<file path="config.mk">
export PLATFORM = sky130hd
export DESIGN_NAME = avalon_bus_arbiter
export DESIGN_NICKNAME = d
export VERILOG_FILES = /design/src/rtl/avalon_bus_arbiter.sv
export SDC_FILE = /design/constraint.sdc
export NUM_CORES = 1
export LEC_CHECK = 0
export CORE_AREA = 8 8 116 118
export DETAILED_ROUTE_END_ITERATION = 7
export DIE_AREA = 0 0 124 126
export GPL_ROUTABILITY_DRIVEN = 0
export HOLD_SLACK_MARGIN = 0.06
export PLACE_DENSITY_LB_ADDON = 0.15
export SETUP_SLACK_MARGIN = 0.5
export SKIP_CTS_REPAIR_TIMING = 1
export SYNTH_ARGS = -nofsm -noshare
export SYNTH_HDL_FRONTEND = slang
export SYNTH_SLANG_ARGS = --single-unit
export TNS_END_PERCENT = 30
</file>
<file path="constraint.sdc">
create_clock -name clk -period 2.44 [get_ports clk]
set_input_delay 0.61 -clock clk [delete_from_list [all_inputs] [get_ports clk]]
set_output_delay 0.61 -clock clk [all_outputs]
set_load 0.01 [all_outputs]
</file>
<file path="src/rtl/avalon_bus_arbiter.sv">
// Two-master, one-slave Avalon-style bus arbiter.
// Master 0 (CPU) and master 1 (secondary requester) share one slave port.
// Grants are round-robin, issued only from IDLE, and held for the whole
// transaction. A wait-cycle watchdog ends transactions the slave never completes.
module avalon_bus_arbiter #(
    parameter int                ADDR_W   = 32,
    parameter int                DATA_W   = 32,
    parameter int                TIMEOUT  = 255,
    parameter logic [DATA_W-1:0] ERR_DATA = '0
) (
    input  logic                  clk,
    input  logic                  rst,

    input  logic                  m0_read,
    input  logic                  m0_write,
    input  logic [ADDR_W-1:0]     m0_addr,
    input  logic [DATA_W-1:0]     m0_wdata,
    input  logic [DATA_W/8-1:0]   m0_mask,
    output logic [DATA_W-1:0]     m0_rdata,
    output logic                  m0_done,
    output logic                  m0_err,

    input  logic                  m1_read,
    input  logic                  m1_write,
    input  logic [ADDR_W-1:0]     m1_addr,
    input  logic [DATA_W-1:0]     m1_wdata,
    input  logic [DATA_W/8-1:0]   m1_mask,
    output logic [DATA_W-1:0]     m1_rdata,
    output logic                  m1_done,
    output logic                  m1_err,

    output logic                  s_read,
    output logic                  s_write,
    output logic [ADDR_W-1:0]     s_addr,
    output logic [DATA_W-1:0]     s_wdata,
    output logic [DATA_W/8-1:0]   s_mask,
    input  logic [DATA_W-1:0]     s_rdata,
    input  logic                  s_waitrequest
);

    localparam int MASK_W = DATA_W / 8;
    // Counter just wide enough to hold TIMEOUT; at least one bit when disabled.
    localparam int CNT_W = (TIMEOUT < 2) ? 1 : $clog2(TIMEOUT + 1);
    localparam logic [CNT_W-1:0] CNT_MAX = CNT_W'(TIMEOUT);

    typedef enum logic [1:0] {
        IDLE = 2'd0,
        GNT0 = 2'd1,
        GNT1 = 2'd2
    } state_t;

    state_t            state_q, state_d;
    logic              last_q, last_d;
    logic [CNT_W-1:0]  cnt_q, cnt_d;

    logic              req0, req1;
    logic              sel1;
    logic              g_req, g_read, g_write;
    logic [ADDR_W-1:0] g_addr;
    logic [DATA_W-1:0] g_wdata;
    logic [MASK_W-1:0] g_mask;
    logic              x_done, x_err;
    logic [DATA_W-1:0] x_rdata;

    // State, round-robin pointer and wait counter registers.
    always_ff @(posedge clk) begin
        if (!rst) begin
            state_q <= IDLE;
            last_q  <= 1'b1;   // master 0 wins the first tie
            cnt_q   <= '0;
        end else begin
            state_q <= state_d;
            last_q  <= last_d;
            cnt_q   <= cnt_d;
        end
    end

    // Arbitration, slave command muxing, completion/timeout/abort handling.
    always_comb begin
        state_d = state_q;
        last_d  = last_q;
        cnt_d   = cnt_q;

        s_read   = 1'b0;
        s_write  = 1'b0;
        s_addr   = '0;
        s_wdata  = '0;
        s_mask   = '0;
        m0_done  = 1'b0;
        m0_err   = 1'b0;
        m0_rdata = '0;
        m1_done  = 1'b0;
        m1_err   = 1'b0;
        m1_rdata = '0;

        x_done  = 1'b0;
        x_err   = 1'b0;
        x_rdata = '0;

        req0 = m0_read | m0_write;
        req1 = m1_read | m1_write;

        // Fields of whichever master currently owns the slave port.
        sel1    = (state_q == GNT1);
        g_req   = sel1 ? req1     : req0;
        g_read  = sel1 ? m1_read  : m0_read;
        g_write = sel1 ? m1_write : m0_write;
        g_addr  = sel1 ? m1_addr  : m0_addr;
        g_wdata = sel1 ? m1_wdata : m0_wdata;
        g_mask  = sel1 ? m1_mask  : m0_mask;

        case (state_q)
            IDLE: begin
                cnt_d = '0;
                // On a tie the master that was not granted last wins.
                if (req0 && (!req1 || last_q)) begin
                    state_d = GNT0;
                    last_d  = 1'b0;
                end else if (req1) begin
                    state_d = GNT1;
                    last_d  = 1'b1;
                end
            end
            GNT0, GNT1: begin
                // Write takes precedence when read and write are both high.
                s_write = g_write;
                s_read  = g_read & ~g_write;
                s_addr  = g_addr;
                s_wdata = g_wdata;
                s_mask  = g_mask;
                if (!g_req) begin
                    // Master withdrew: drop the grant silently.
                    state_d = IDLE;
                end else if (!s_waitrequest) begin
                    x_done  = 1'b1;
                    x_rdata = s_rdata;
                    state_d = IDLE;
                end else if ((TIMEOUT != 0) && (cnt_q == CNT_MAX)) begin
                    x_done  = 1'b1;
                    x_err   = 1'b1;
                    x_rdata = ERR_DATA;
                    state_d = IDLE;
                end else if (cnt_q != CNT_MAX) begin
                    cnt_d = cnt_q + CNT_W'(1);
                end
            end
            default: state_d = IDLE;
        endcase

        m0_done  = x_done & ~sel1;
        m0_err   = x_err  & ~sel1;
        m0_rdata = (x_done && !sel1) ? x_rdata : '0;
        m1_done  = x_done & sel1;
        m1_err   = x_err  & sel1;
        m1_rdata = (x_done && sel1) ? x_rdata : '0;

        // While reset is held the in-flight command is dropped and nothing completes.
        if (!rst) begin
            s_read   = 1'b0;
            s_write  = 1'b0;
            s_addr   = '0;
            s_wdata  = '0;
            s_mask   = '0;
            m0_done  = 1'b0;
            m0_err   = 1'b0;
            m0_rdata = '0;
            m1_done  = 1'b0;
            m1_err   = 1'b0;
            m1_rdata = '0;
        end
    end

endmodule

</file>
==> flow_metrics.tcl <==
set metrics [dict create \
    outcome "complete, but fails checks" \
    violations "negative setup slack" \
    dr.pass1.iters 4 \
    cts_buffers 3 \
    synth-seq-cells 11 \
    crit_fanout 8 \
    worstHoldPathType "flop to flop" \
    async_reset_ff_frac 0 \
    p_int_mw 1.24 \
    num_vias 3756 \
    post-route-util 0.539 \
    drc 0 \
    cp_data_required_time_ps 1830 \
    r2r-start "state_q[0]" \
    wl_um 15200 \
    routed_via_density 4.53 \
    synth_nets 509 \
    critPathMaxStageDelay_ps 360 \
    seqPwrFrac 0.105 \
    cp_num_buf_inv 5 \
    worstPathArrival_ps 1900 \
    power_frac_clock 0.150 \
    tightestPinTransition_ps 405 \
    ys.flop_type "dfxtp_1" \
    power.switching_mw 0.759 \
    cts_tree "built" \
    syn_avg_cell_area_um2 6.77 \
    fillers 1111 \
    finalHoldViolCount 0 \
    peakVddDrop_uv 247 \
    syn2layout_area_growth_pct 181 \
    critPathKind "flop to output pin" \
    die_area_mm2 0.0156 \
    placed_cells 805 \
    critPathTopFamily "buffers and inverters" \
    crit_slowest_cell "dfxtp_4" \
    clock_skew_ps 2.85 \
    fmaxAchievable_mhz 399 \
    cts.clk_slew.worst_paths_ps 40 \
    start_util 0.191 \
    synthCells 331 \
    place_ws_ps -640 \
    rsz0062_at_grt "yes" \
    gr-usage-all-layers 0.169 \
    cap_violations 0 \
    power_frac_comb 0.746 \
    cts.sinks 11 \
    chipWidth_um 124 \
    root_buffer "clkbuf_16" \
    syn_area_mm2 0.00224 \
    grt_pass1_wl_um 20800 \
    synth.distinct_cells 38 \
    setup_viol_count_final 17 \
    fin_tns_setup_ps -841 \
    p_leak_nw 3.06 \
    core_area_mm2 0.0117 \
    timing.final.crit_share 1.03 \
    h-tree-depth 1 \
    die_h_um 126 \
    ff_latch_area_um2 228 \
    grt_max_degree 46 \
    critPathLaunchType "flop" \
    synth-edff-count 0 \
    drt_iter0_drc 69 \
    fin_nets 860 \
    grt_overflow 0 \
    antenna_found_initial 1 \
    clock_path_buffers 2 \
    pwr_density_cell_mw_per_mm2 317 \
    finalCriticalPeriod_ps 2510 \
    wl_per_cell_um 18.3 \
    synth-seq-area-share 0.0983 \
    fin_ws_ps -67.2 \
    end_kind "output pin" \
    crit_path_frequent_cell "buf_6" \
    rows 40 \
    switching_share 0.379 \
    drv_slew 0 \
    yosys_warnings 0 \
    clock_latency_ps 240 \
    ios 313 \
    multi_input_area_mm2 0.00219 \
    ant_nets 0 \
    relSlewSlack 0.729 \
    finalNonFillerCells 829 \
    drive_gt1_frac 0.389 \
    crit_path_start "state_q[1]" \
    hp-start "state_q[0]" \
    hpwlAfterDp_um 12700 \
    crit_chain "inv_2, ha_4, nand2_4, nor4_4, buf_4, buf_6, clkbuf_16, and2_4, buf_6" \
    fin_total_pwr_mw 2.00 \
    io_buffers 312 \
    grt_pass1_vias 3674 \
]
[placed cells by master (no fill, tap or decap), drive strengths merged, types with 2 or more instances in the layout]
| cell | Yosys | final |
|---|---|---|
| nand2 | 13 | 13 |
| ha | 3 | 3 |
| o31ai | 2 | 2 |
| and2 | 65 | 65 |
| nor3 | 5 | 5 |
| and3 | 4 | 4 |
| or3b | 2 | 2 |
| nand4b | 2 | 2 |
| or4 | 2 | 2 |
| nand3 | 8 | 8 |
| o211ai | 2 | 2 |
| nor3b | 2 | 2 |
| clkbuf | 18 | 37 |
| mux2i | 69 | 69 |
| nand2b | 2 | 2 |
| o41ai | 2 | 2 |
| dlymetal6s2s | 0 | 28 |
| inv | 5 | 5 |
| nand4 | 3 | 3 |
| nor2 | 76 | 76 |
| a31oi | 6 | 6 |
| buf | 10 | 145 |
| a32o | 2 | 2 |
| nor4 | 2 | 2 |
| dfxtp | 11 | 11 |
| clkdlybuf4s50 | 0 | 168 |
| o21ai | 3 | 3 |
[routing by layer]
metal,wire length [um],share of wire,global-route usage,up-vias
met4,200,0.013,0.0371,0
met1,4860,0.32,0.149,1699
met5,0,0,0,-
met3,1790,0.12,0.0702,14
met2,8300,0.55,0.340,195
li1,-,-,-,1848
[state kept, by name, summed over array words and instances, names as in the netlist]
register  flops
cnt_q         8
state_q       2
last_q        1
[final timing paths]
kind,endpoint,slack (ps),cells after the start
worst max-delay path,m0_rdata[12],-70,9
worst max register to register,cnt_q[3],340,9
worst min-delay path,state_q[0],500,1
worst min register to register,state_q[0],500,1
[power groups by stage]
stage	logic (mW)	clock network [mW]	registers (mW)
after floorplan	0.630	0	0.209
after global placement	1.47	0	0.209
after detailed placement	1.48	0	0.210
after CTS	1.49	0.310	0.207
after global routing	1.59	0.320	0.211
final	1.49	0.300	0.209
[Yosys cell counts (4+ instances only)]
cell type	n	area, um2
nand2_1	13	48.8
nand3_1	8	40.0
dfxtp_1	11	220
and3_1	4	25.0
a31oi_1	6	37.5
nor3_1	5	25.0
and2_1	65	407
clkbuf_1	18	67.6
inv_1	5	18.8
nor2_1	76	285
buf_2	9	45.0
mux2i_1	69	691
[layout make-up]
class	count	share of cell area
inverters	5	0.00298
multi-input cells	287	0.347
diodes	1	0.000397
clock buffers	4	0.0125
repair buffers	374	0.572
flip-flops and latches	11	0.0361
well taps	147	0.0292
[cell families after synthesis]
family | Yosys count | share of synthesized area
compound gates | 26 | 0.0854
fa+ha+maj | 3 | 0.0168
buf+inv | 33 | 0.0636
flops | 11 | 0.0983
mux | 69 | 0.308
simple gates | 189 | 0.428
[through the flow]
step / hold WS (ps) / cell area [um2]
5_1_grt: 544 / 6310
6_report: 502 / 6310
2_1_floorplan: 467 / 2460
3_5_place_dp: 499 / 6020
3_3_place_gp: 488 / 6020
4_1_cts: 509 / 6100
Power figures use the tool's default switching activity.
